`src/rtl/keypad_pkg.sv`:
```
// keypad_pkg
// Shared definitions for the keypad row emulator and the keypad decoder:
// FSM state encoding, key-code field positions, idle row pattern, clock rate.
package keypad_pkg;

  typedef enum logic [2:0] {
    KP_IDLE           = 3'd0,
    KP_PRESS_BOUNCE   = 3'd1,
    KP_HOLD           = 3'd2,
    KP_RELEASE_BOUNCE = 3'd3,
    KP_GAP            = 3'd4
  } kp_state_t;

  // key code = {row[1:0], col[1:0]}
  localparam int KP_ROW_MSB = 3;
  localparam int KP_ROW_LSB = 2;
  localparam int KP_COL_MSB = 1;
  localparam int KP_COL_LSB = 0;

  localparam logic [3:0] KP_IDLE_ROWS = 4'b1111;

  localparam int KP_CLK_HZ = 27_000_000;

  // Active-low one-hot row pattern for a row index.
  function automatic logic [3:0] kp_row_drive(input logic [1:0] row);
    return ~(4'b0001 << row);
  endfunction

endpackage

```
`src/rtl/keypad_press_emulator_if.sv`:
```
// keypad_press_emulator_if
// Key-code request handshake between the self-test sequencer (master) and the
// row emulator (slave).
//   code_i  : 4-bit key code {row, col}
//   valid_i : request
//   ready_o : emulator idle; transfer on valid_i && ready_o
interface keypad_press_emulator_if;
  logic [3:0] code_i;
  logic       valid_i;
  logic       ready_o;

  modport master (output code_i, output valid_i, input ready_o);
  modport slave  (input code_i, input valid_i, output ready_o);
endinterface

```
`src/rtl/keypad_press_emulator_phase_timer.sv`:
```
// phase_timer
// Loadable down-counter for the emulator phases, plus a free-running tick
// divider that restarts on every load so bounce toggles align to phase entry.
//   clk, rst   : clock, synchronous active-low reset
//   load_i     : load load_val_i into the counter (and restart the divider)
//   load_val_i : phase length minus one
//   zero_o     : counter is at 0 (last cycle of the phase)
//   tick_o     : high once every PERIOD cycles
module phase_timer #(
  parameter int CNT_W  = 13,
  parameter int PERIOD = 27
) (
  input  logic             clk,
  input  logic             rst,
  input  logic             load_i,
  input  logic [CNT_W-1:0] load_val_i,
  output logic             zero_o,
  output logic             tick_o
);

  localparam logic [CNT_W-1:0] PERIOD_M1 = CNT_W'(PERIOD - 1);

  logic [CNT_W-1:0] cnt_q, cnt_d;
  logic [CNT_W-1:0] div_q, div_d;

  always_comb begin
    cnt_d = cnt_q;
    div_d = div_q;
    if (load_i) begin
      cnt_d = load_val_i;
      div_d = PERIOD_M1;
    end else begin
      if (cnt_q != '0) cnt_d = cnt_q - 1'b1;
      div_d = (div_q == '0) ? PERIOD_M1 : div_q - 1'b1;
    end
  end

  always_ff @(posedge clk) begin
    if (!rst) begin
      cnt_q <= '0;
      div_q <= PERIOD_M1;
    end else begin
      cnt_q <= cnt_d;
      div_q <= div_d;
    end
  end

  assign zero_o = (cnt_q == '0);
  assign tick_o = (div_q == '0);

endmodule

```
`src/rtl/keypad_press_emulator.sv`:
```
// keypad_press_emulator
// Emulates a physical key on the 4x4 keypad row lines: accepts a key code,
// presses with contact bounce, holds, releases with bounce, then idles for a
// gap before the next code is accepted.
//   clk, rst : 27 MHz clock, synchronous active-low reset
//   req      : code/valid/ready handshake (slave side)
//   col_i    : active-low column scan from the decoder
//   key_o    : active-low row lines (registered) to the decoder
//   busy_o   : key cycle in progress
//   done_o   : one-cycle pulse in the first idle cycle after a key cycle
//
// state           | meaning
// ----------------+---------------------------------------------------------
// IDLE            | ready for a code, contact open
// PRESS_BOUNCE    | contact starts closed, toggles every BOUNCE_PERIOD
// HOLD            | contact closed
// RELEASE_BOUNCE  | contact starts open, toggles every BOUNCE_PERIOD
// GAP             | contact open, next code not yet accepted
module keypad_press_emulator
  import keypad_pkg::*;
#(
  parameter int HOLD_CYCLES   = 8100,
  parameter int BOUNCE_CYCLES = 270,
  parameter int BOUNCE_PERIOD = 27,
  parameter int GAP_CYCLES    = 8100
) (
  input  logic                           clk,
  input  logic                           rst,
  keypad_press_emulator_if.slave         req,
  input  logic [3:0]                     col_i,
  output logic [3:0]                     key_o,
  output logic                           busy_o,
  output logic                           done_o
);

  localparam int MAX_AB  = (HOLD_CYCLES > BOUNCE_CYCLES) ? HOLD_CYCLES : BOUNCE_CYCLES;
  localparam int MAX_CD  = (GAP_CYCLES > BOUNCE_PERIOD) ? GAP_CYCLES : BOUNCE_PERIOD;
  localparam int MAX_LEN = (MAX_AB > MAX_CD) ? MAX_AB : MAX_CD;
  localparam int CNT_W   = $clog2(MAX_LEN + 1);

  kp_state_t        state_q, state_d;
  logic [3:0]       code_q, code_d;
  logic             contact_q, contact_d;
  logic [3:0]       key_q, key_d;
  logic             done_q, done_d;
  logic             tmr_load;
  logic [CNT_W-1:0] tmr_val;
  logic             tmr_zero;
  logic             tmr_tick;

  function automatic int phase_len(input kp_state_t s);
    case (s)
      KP_PRESS_BOUNCE,
      KP_RELEASE_BOUNCE: return BOUNCE_CYCLES;
      KP_HOLD:           return HOLD_CYCLES;
      KP_GAP:            return GAP_CYCLES;
      default:           return 0;
    endcase
  endfunction

  function automatic kp_state_t step(input kp_state_t s);
    case (s)
      KP_IDLE:           return KP_PRESS_BOUNCE;
      KP_PRESS_BOUNCE:   return KP_HOLD;
      KP_HOLD:           return KP_RELEASE_BOUNCE;
      KP_RELEASE_BOUNCE: return KP_GAP;
      default:           return KP_IDLE;
    endcase
  endfunction

  // Following phase, skipping any configured with zero length.
  function automatic kp_state_t next_phase(input kp_state_t s);
    kp_state_t n;
    n = step(s);
    for (int i = 0; i < 4; i++) begin
      if (n != KP_IDLE && phase_len(n) == 0) n = step(n);
    end
    return n;
  endfunction

  // Counter holds length-1 so the phase exits on the cycle it reads zero.
  function automatic logic [CNT_W-1:0] phase_load(input kp_state_t s);
    int len;
    len = phase_len(s);
    return (len > 0) ? CNT_W'(len - 1) : '0;
  endfunction

  phase_timer #(
    .CNT_W  (CNT_W),
    .PERIOD (BOUNCE_PERIOD)
  ) u_phase_timer (
    .clk        (clk),
    .rst        (rst),
    .load_i     (tmr_load),
    .load_val_i (tmr_val),
    .zero_o     (tmr_zero),
    .tick_o     (tmr_tick)
  );

  always_comb begin
    state_d   = state_q;
    code_d    = code_q;
    contact_d = contact_q;
    tmr_load  = 1'b0;
    tmr_val   = '0;

    case (state_q)
      KP_IDLE: begin
        if (req.valid_i) begin
          code_d  = req.code_i;
          state_d = next_phase(KP_IDLE);
        end
      end
      default: begin
        if (tmr_zero) begin
          state_d = next_phase(state_q);
        end else if (tmr_tick &&
                     (state_q == KP_PRESS_BOUNCE || state_q == KP_RELEASE_BOUNCE)) begin
          contact_d = ~contact_q;
        end
      end
    endcase

    // Phase entry: reload the timer and force the contact to the phase's
    // starting level, which also pins it closed/open at bounce exit.
    if (state_d != state_q) begin
      tmr_load  = 1'b1;
      tmr_val   = phase_load(state_d);
      contact_d = (state_d == KP_PRESS_BOUNCE) || (state_d == KP_HOLD);
    end

    done_d = (state_q != KP_IDLE) && (state_d == KP_IDLE);

    // Non-one-hot scans are decoded by the latched column bit alone.
    if (contact_q && !col_i[code_q[KP_COL_MSB:KP_COL_LSB]])
      key_d = kp_row_drive(code_q[KP_ROW_MSB:KP_ROW_LSB]);
    else
      key_d = KP_IDLE_ROWS;
  end

  always_ff @(posedge clk) begin
    if (!rst) begin
      state_q   <= KP_IDLE;
      code_q    <= '0;
      contact_q <= 1'b0;
      key_q     <= KP_IDLE_ROWS;
      done_q    <= 1'b0;
    end else begin
      state_q   <= state_d;
      code_q    <= code_d;
      contact_q <= contact_d;
      key_q     <= key_d;
      done_q    <= done_d;
    end
  end

  assign req.ready_o = (state_q == KP_IDLE);
  assign busy_o      = (state_q != KP_IDLE);
  assign done_o      = done_q;
  assign key_o       = key_q;

endmodule

```
`src/flat_wrapper.sv`:
```
// flat-port wrapper written by rule: the top's interface ports become plain ports
module keypad_press_emulator_flat import keypad_pkg::*;
#(
  parameter int HOLD_CYCLES   = 8100,
  parameter int BOUNCE_CYCLES = 270,
  parameter int BOUNCE_PERIOD = 27,
  parameter int GAP_CYCLES    = 8100
)
  (clk, rst, col_i, key_o, busy_o, done_o, req_code_i, req_valid_i, req_ready_o);
  keypad_press_emulator_if req_i ();
  input  logic clk;
  input  logic rst;
  input  logic [3:0] col_i;
  output logic [3:0] key_o;
  output logic busy_o;
  output logic done_o;
  input wire logic [$bits(req_i.code_i)-1:0] req_code_i;
  input wire logic [$bits(req_i.valid_i)-1:0] req_valid_i;
  output wire logic [$bits(req_i.ready_o)-1:0] req_ready_o;
  assign req_i.code_i = req_code_i;
  assign req_i.valid_i = req_valid_i;
  assign req_ready_o = req_i.ready_o;
  keypad_press_emulator #(.HOLD_CYCLES(HOLD_CYCLES), .BOUNCE_CYCLES(BOUNCE_CYCLES), .BOUNCE_PERIOD(BOUNCE_PERIOD), .GAP_CYCLES(GAP_CYCLES)) u_core (.clk(clk), .rst(rst), .req(req_i), .col_i(col_i), .key_o(key_o), .busy_o(busy_o), .done_o(done_o));
endmodule
```
`config.mk`:
```
export PLATFORM = sky130hd
export DESIGN_NAME = keypad_press_emulator_flat
export DESIGN_NICKNAME = d
export VERILOG_FILES = /design/src/rtl/keypad_pkg.sv /design/src/rtl/keypad_press_emulator_if.sv /design/src/rtl/keypad_press_emulator_phase_timer.sv /design/src/rtl/keypad_press_emulator.sv /design/src/flat_wrapper.sv
export SDC_FILE = /design/constraint.sdc
export NUM_CORES = 1
export LEC_CHECK = 0
export CAP_MARGIN = 5
export CORE_MARGIN = 2
export CORE_UTILIZATION = 35
export CTS_BUF_LIST = sky130_fd_sc_hd__clkbuf_4
export DETAILED_ROUTE_END_ITERATION = 10
export GPL_TIMING_DRIVEN = 0
export REMOVE_ABC_BUFFERS = 1
export SETUP_SLACK_MARGIN = 0.5
export SYNTH_ARGS = -nofsm -noshare
export SYNTH_HDL_FRONTEND = slang
export SYNTH_SLANG_ARGS = --single-unit
export TNS_END_PERCENT = 1
```
`constraint.sdc`:
```
create_clock -name clk -period 4.9 [get_ports clk]
set_input_delay 1.225 -clock clk [delete_from_list [all_inputs] [get_ports clk]]
set_output_delay 1.225 -clock clk [all_outputs]
set_load 0.02 [all_outputs]
```
==> summary.md, run 1 <==
| Metric | Value |
|---|---|
| Final Skew | `0.0148 ns` |
| Register area share after synthesis | `between 40% and 50%` |
| Antenna violations before repair | `0` |
| Starting DRT DRC Count | `58` |
| DRT Wirelength | `~3400 um` |
| Number of buffers created by CTS | `5` |
| CP max FO | `12` |
| Mapped Cells | `211` |
| Initial core utilization | `roughly 36%` |
| Syn_area_per_cell | `8.53 um2` |
| Top post-synthesis cells by area | `dfxtp_1 43%, nand2_1 5.4%, nor2_1 5.4%` |
| CTS sink cnt | `39` |
| Post-cts resize count | `0` |
| Clock buffer depth | `2` |
| Final Util | `41.5%` |
| Routed WL per cell | `about 12 um` |
| Post-DP HPWL | `between 2000 and 2500 um` |
| Post-synth top area share | `a little over two fifths` |
| Nets | `roughly 240` |
| Rel. slew slack | `52.3%` |
| Largest net degree at the start of global routing | `19` |
| Post-synth top area cell | `dfxtp_1` |
| DRC viols | `0` |
| 1st-pass router iterations | `4` |
| Fmax | `302 MHz` |
| Pint | `between 0.6 and 0.7 mW` |
| DP Worst Slack | `1.39 ns` |
| Htree depth | `2` |
| Setup TNS | `0 ns` |
| Post-route cell area | `approximately 0.0021 mm2` |
| VDD IR max | `between 0.15 and 0.2 mV` |
| Share of cells above drive strength 1 | `approximately 7.1%` |
| Netlist cell types | `between 40 and 50` |
| Yosys warns | `0` |
| Switching power | `0.408 mW` |
| Logic pwr share | `about 40%` |
| Outcome | `finished, final reports clean` |
| # diodes | `0` |
| Fin. Hold Viols | `0` |
| GRT overflow | `0` |
| Input/output buffers | `17` |
| Flop pwr share | `roughly two fifths` |
| Die Wd | `approximately 76 um` |
| Setup crit end kind | `primary output` |
| Post-layout min period | `3.31 ns` |
| Area Overhead vs Synth | `16.4%` |
| Number of global-route vias before repair | `about 1300` |
| Synthesized cell area | `0.00180 mm2` |
| Final setup viols | `0` |
| Hold slack | `roughly 0.44 ns` |
| CTS tree | `built` |
| Total GRT Usage | `between 10% and 20%` |
| Pins Over Slew Limit | `0` |
| Count leader, synth | `dfxtp_1` |
| Cell Area, Placed | `0.00202 mm2` |
| Setup slack after layout | `about 1.6 ns` |
| Post-CTS setup buffer count | `0` |
| Actual slew at the worst max-slew pin | `0.711 ns` |
| Boundary Pins | `18` |
| Leakage dissipation | `between 0.8 and 0.9 nW` |
| DR vias | `around 1500` |
| Synth Register Bits | `39` |
| Final Wtd Congestion | `0.793` |
| P per Cell Area | `slightly above 500 mW/mm2` |
| Worst-path clk slew | `about 0.12 ns` |
| Clk Latency, worst-skew pair | `between 0.3 and 0.4 ns` |
| Final period utilization | `just under 70%` |
| Maxcap violations | `0` |
| Hold Buf Count CTS | `0` |
| Synth top cells by count | `39 x dfxtp_1, 26 x nand2_1, 26 x nor2_1` |
| Via density | `around 4.9` |
| Root Buffer Master | `clkbuf_4` |
| Crit Path Class | `reg2out` |
| Post-synth EDFFs | `0` |
| Worst setup SP type | `register` |
| Clock power frac | `approximately a fifth` |
| Full die area | `between 0.005 and 0.006 mm2` |
| Row cnt | `26` |
| Hold crit path type | `reg2reg` |
| Global-route wire length before repair | `roughly 5800 um` |
| Async S/R FF share, synth | `0%` |
| ANT nets after route | `0` |
| Worst endpoint data arrival time | `2.08 ns` |
| Core area | `about 0.005 mm2` |
| RSZ-0062 raised after global routing | `false` |
| Top FF cell, synth | `dfxtp_1` |
| Die H | `around 76 um` |
| Worst EP required | `about 3.7 ns` |
| Sw Share | `38.1%` |
## flip-flops by register name, indices dropped and copies added, names as in the netlist
signal                      cells
u_core.u_phase_timer.cnt_q     13
u_core.u_phase_timer.div_q     13
u_core.code_q                   4
u_core.key_o                    4
u_core.state_q                  3
u_core.contact_q                1
u_core.done_o                   1
## kinds of logic (layout without fill, tap and decap cells)
family	count (synthesis)	after routing	synth area share, %
compound gates	34	34	12.6
fa+ha+maj	2	2	1.39
buf+inv	16	31	3.41
xor+xnor	17	17	8.28
simple gates	99	99	28.7
flops	39	39	43.4
mux	4	4	2.29
## per-layer routing
layer / routed length, um / track usage (%) / share of wire [%] / vias to the layer above
met2: 1520 / 20.3 / 44 / 26
met3: 146 / 4.37 / 4.2 / 5
li1: - / - / - / 756
met1: 1730 / 18.0 / 50 / 673
met5: 0 / 0 / 0 / -
met4: 49 / 4.09 / 1.4 / 0
## critical path, cell delays in order, from the launching register on
cell	delay (ns)
dfxtp_1	0.44
or3_1	0.46
inv_1	0.20
clkdlybuf4s50_1	0.64
## layout by cell type (no fill, tap or decap), types with 3 or more instances in the layout
cell and instances:
nor2_1 26, clkdlybuf4s50_1 17, a21oi_1 10, nand2b_1 4, xnor2_1 9, nor3_1 5, inv_1 6, mux2i_1 3
or3_1 3, nor4_1 3, nand2_1 26, a21boi_0 5, nand3_1 9, o21ai_0 6, clkbuf_4 5, dfxtp_1 39
o31ai_1 3, nor2b_1 4, xor2_1 8
## power by group through the flow
stage | Sequential, mW | Combinational, mW | Clock [mW]
3_5_place_dp | 0.446 | 0.421 | 0
2_1_floorplan | 0.435 | 0.324 | 0
3_3_place_gp | 0.447 | 0.419 | 0
6_report | 0.440 | 0.423 | 0.206
5_1_grt | 0.450 | 0.481 | 0.232
4_1_cts | 0.439 | 0.424 | 0.217
## cell type report
cell class	instances	area, um2
Clock buffer	5	37.5
Tap cell	70	87.6
Sequential cell	39	781
Inverter	6	22.5
Multi-Input combinational cell	156	957
Fill cell	533	2950
Clock inverter	3	38.8
Timing Repair Buffer	17	170
## stage by stage
| step | power [mW] | cells |
|---|---|---|
| 3_3_place_gp | 0.866 | 288 |
| 6_report | 1.07 | 296 |
| 4_1_cts | 1.08 | 296 |
| 3_5_place_dp | 0.867 | 288 |
| 2_1_floorplan | 0.759 | 201 |
| 5_1_grt | 1.16 | 296 |
## worst paths after layout
kind         slack, ns  depth (start not counted)                     startpoint                             to
max               1.59                          3              u_core.state_q[2]                    req_ready_o
min reg2reg       0.44                          1               u_core.code_q[3]                u_core.key_o[3]
max reg2reg       2.29                          6  u_core.u_phase_timer.cnt_q[0]  u_core.u_phase_timer.cnt_q[8]
min               0.44                          1               u_core.code_q[3]                u_core.key_o[3]
Note: power is estimated with default switching activity, not from simulation.
==> inputs of run 2 (changes only) <==
==> constraint.sdc (replaced) <==
create_clock -name clk -period 3 [get_ports clk]
set_input_delay 0.75 -clock clk [delete_from_list [all_inputs] [get_ports clk]]
set_output_delay 0.75 -clock clk [all_outputs]
set_load 0.02 [all_outputs]
==> run 2 against run 1 <==
Net effect: combinational power up 65%; final area up 0.72%; flip-flop and latch count unchanged; total power up 64%; sequential power up 64%; critical endpoint is now busy_o.
==> summary.md, run 2 (synthesis gave the netlist of run 1 again) <==
| Metric | Value |
|---|---|
| Area Overhead vs Synth | `17.2%` |
| Pins Over Slew Limit | `0 (unchanged)` |
| Total GRT Usage | `13.5% (+0.19 points)` |
| Actual slew at the worst max-slew pin | `0.682 ns (-0.0298 ns)` |
| Number of buffers created by CTS | `5 (unchanged)` |
| Post-CTS setup buffer count | `0 (unchanged)` |
| 1st-pass router iterations | `4 (unchanged)` |
| GRT overflow | `0 (unchanged)` |
| Root Buffer Master | `clkbuf_4` |
| Worst EP required | `2.25 ns (-1.42 ns)` |
| Full die area | `0.00573 mm2 (unchanged)` |
| Switching power | `0.673 mW (+65%)` |
| Crit Path Class | `reg2out` |
| Via density | `4.89 (-0.82%)` |
| Nets | `238 (unchanged)` |
| Clk Latency, worst-skew pair | `0.34 ns (about the same)` |
| Fmax | `386 MHz` |
| # diodes | `0 (unchanged)` |
| Die Wd | `75.7 um (unchanged)` |
| Final setup viols | `0 (unchanged)` |
| ANT nets after route | `0 (unchanged)` |
| Input/output buffers | `17 (unchanged)` |
| Final period utilization | `86.4%` |
| Highest-count cells in the layout ignoring fill and taps | `39 x dfxtp_1, 26 x nand2_1, 26 x nor2_1` |
| Antenna violations before repair | `0 (unchanged)` |
| Initial core utilization | `35.7% (unchanged)` |
| Final Wtd Congestion | `0.793 (unchanged)` |
| CTS sink cnt | `39 (unchanged)` |
| Most common cell after layout, fill and taps aside | `dfxtp_1` |
| Setup TNS | `0 ns (unchanged)` |
| P per Cell Area | `833 mW/mm2 (+63%)` |
| Routed WL per cell | `11.7 um (+0.23%)` |
| Worst-path clk slew | `0.12 ns (about the same)` |
| CP max FO | `12 (unchanged)` |
| Rel. slew slack | `54.4% (+2.1 points)` |
| Largest net degree at the start of global routing | `19 (unchanged)` |
| Worst endpoint data arrival time | `1.84 ns (-0.24 ns)` |
| VDD IR max | `0.332 mV (+68%)` |
| Number of global-route vias before repair | `1289 (+0.39%)` |
| CTS tree | `built` |
| Maxcap violations | `0 (unchanged)` |
| Row cnt | `26 (unchanged)` |
| Worst setup SP type | `register` |
| Top flop regs | `u_core.u_phase_timer.cnt_q x13, u_core.u_phase_timer.div_q x13` |
| Flop pwr share | `41.1% (about the same)` |
| Filler cells | `531 (-0.38%)` |
| Leakage dissipation | `0.822 nW (+1.2%)` |
| Boundary Pins | `18 (unchanged)` |
| Outcome | `finished, final reports clean` |
| Setup crit end kind | `primary output` |
| Post-route cell area | `0.00211 mm2 (+0.72%)` |
| Core area | `0.00504 mm2 (unchanged)` |
| DRT Wirelength | `3460 um (+0.23%)` |
| Clock buffer depth | `2 (unchanged)` |
| Share of cells above drive strength 1 | `8.41% (+1.3 points)` |
| Final Skew | `0.0138 ns (-0.000953 ns)` |
| Post-layout min period | `2.59 ns` |
| DRC viols | `0 (unchanged)` |
| DR vias | `1448 (-0.82%)` |
| Post-DP HPWL | `2390 um (unchanged)` |
| Starting DRT DRC Count | `57 (-1.7%)` |
| Sw Share | `38.3% (+0.17 points)` |
| Htree depth | `2 (unchanged)` |
| Die H | `75.7 um (unchanged)` |
| RSZ-0062 raised after global routing | `true` |
| Pint | `1.08 mW (+64%)` |
| Logic pwr share | `39.8% (+0.2 points)` |
| Clock power frac | `19.1% (-0.2 points)` |
| Hold crit path type | `reg2reg` |
| Cell Area, Placed | `0.00202 mm2 (unchanged)` |
| Fin. Hold Viols | `0 (unchanged)` |
| Global-route wire length before repair | `5890 um (+1.1%)` |
## run 2: changes by cell type in the layout (fill, tap and decap cells not counted), sizes merged
cell           before  now
clkdlybuf4s50      17   16
dlygate4sd2         0    1
## run 2: cell type report
class / instances / area (um2) / area share [%]
clock buffer: 5 / 37.5 / 1.78
sequential: 39 / 781 / 37.0
tap: 70 / 87.6 / 4.15
multi-input combinational: 156 / 973 / 46.1
timing repair buffer: 17 / 169 / 8.01
clock inverter: 3 / 38.8 / 1.84
inverter: 6 / 22.5 / 1.07
## run 2: through the flow
step                power, mW  utilization (%)  hold WS [ns]  setup WS, ns  instances
global route             1.92             41.8         0.483         0.300        296
floorplan                1.24                -         0.387         0.754        201
detailed placement       1.42             40.0         0.415       -0.0320        288
CTS                      1.77             41.7         0.445         0.368        296
finish                   1.76             41.8         0.443         0.409        296
global placement         1.42             40.0         0.411       -0.0383        288
## run 2: power groups by stage
stage	combinational [mW]	sequential [mW]	clock [mW]
5_1_grt	0.800	0.737	0.379
6_report	0.699	0.721	0.336
2_1_floorplan	0.530	0.710	0
4_1_cts	0.698	0.718	0.355
3_3_place_gp	0.685	0.730	0
3_5_place_dp	0.688	0.729	0
## run 2: metal layers
layer / vias up / track usage (%) / share of wire (%)
li1: 754 / - / -
met1: 660 / 18.5 / 49
met2: 29 / 20.4 / 45
met3: 5 / 4.37 / 4.5
met4: 0 / 4.09 / 1.4
met5: - / 0 / 0
## run 2: path summary, 6_finish.rpt
kind / start / end / slack [ns] / cells after the start
hold reg to reg: u_core.code_q[3] / u_core.key_o[3] / 0.44 / 1
setup / recovery: u_core.state_q[2] / busy_o / 0.41 / 2
setup reg to reg: u_core.state_q[2] / u_core.u_phase_timer.div_q[3] / 0.66 / 6
hold / removal: u_core.code_q[3] / u_core.key_o[3] / 0.44 / 1
## run 2: timing repair
item                       CTS  global route
resized for setup            2             3
hold buffers                 0             0
pin swaps                    0             1
setup endpoints to repair   12            14
## run 2: critical path: stages (launching register included)
cell and delay (ns):
dfxtp_1 0.44, or3_1 0.49, clkdlybuf4s50_1 0.57
==> inputs of run 3 (changes only) <==
--- a/config.mk
+++ b/config.mk
@@ -10,6 +10,7 @@
 export CORE_UTILIZATION = 35
 export CTS_BUF_LIST = sky130_fd_sc_hd__clkbuf_4
 export DETAILED_ROUTE_END_ITERATION = 10
+export GPL_ROUTABILITY_DRIVEN = 0
 export GPL_TIMING_DRIVEN = 0
 export REMOVE_ABC_BUFFERS = 1
 export SETUP_SLACK_MARGIN = 0.5
==> results of run 3 <==
Same layout as run 2: the final DEF is identical, and so are final timing and power.
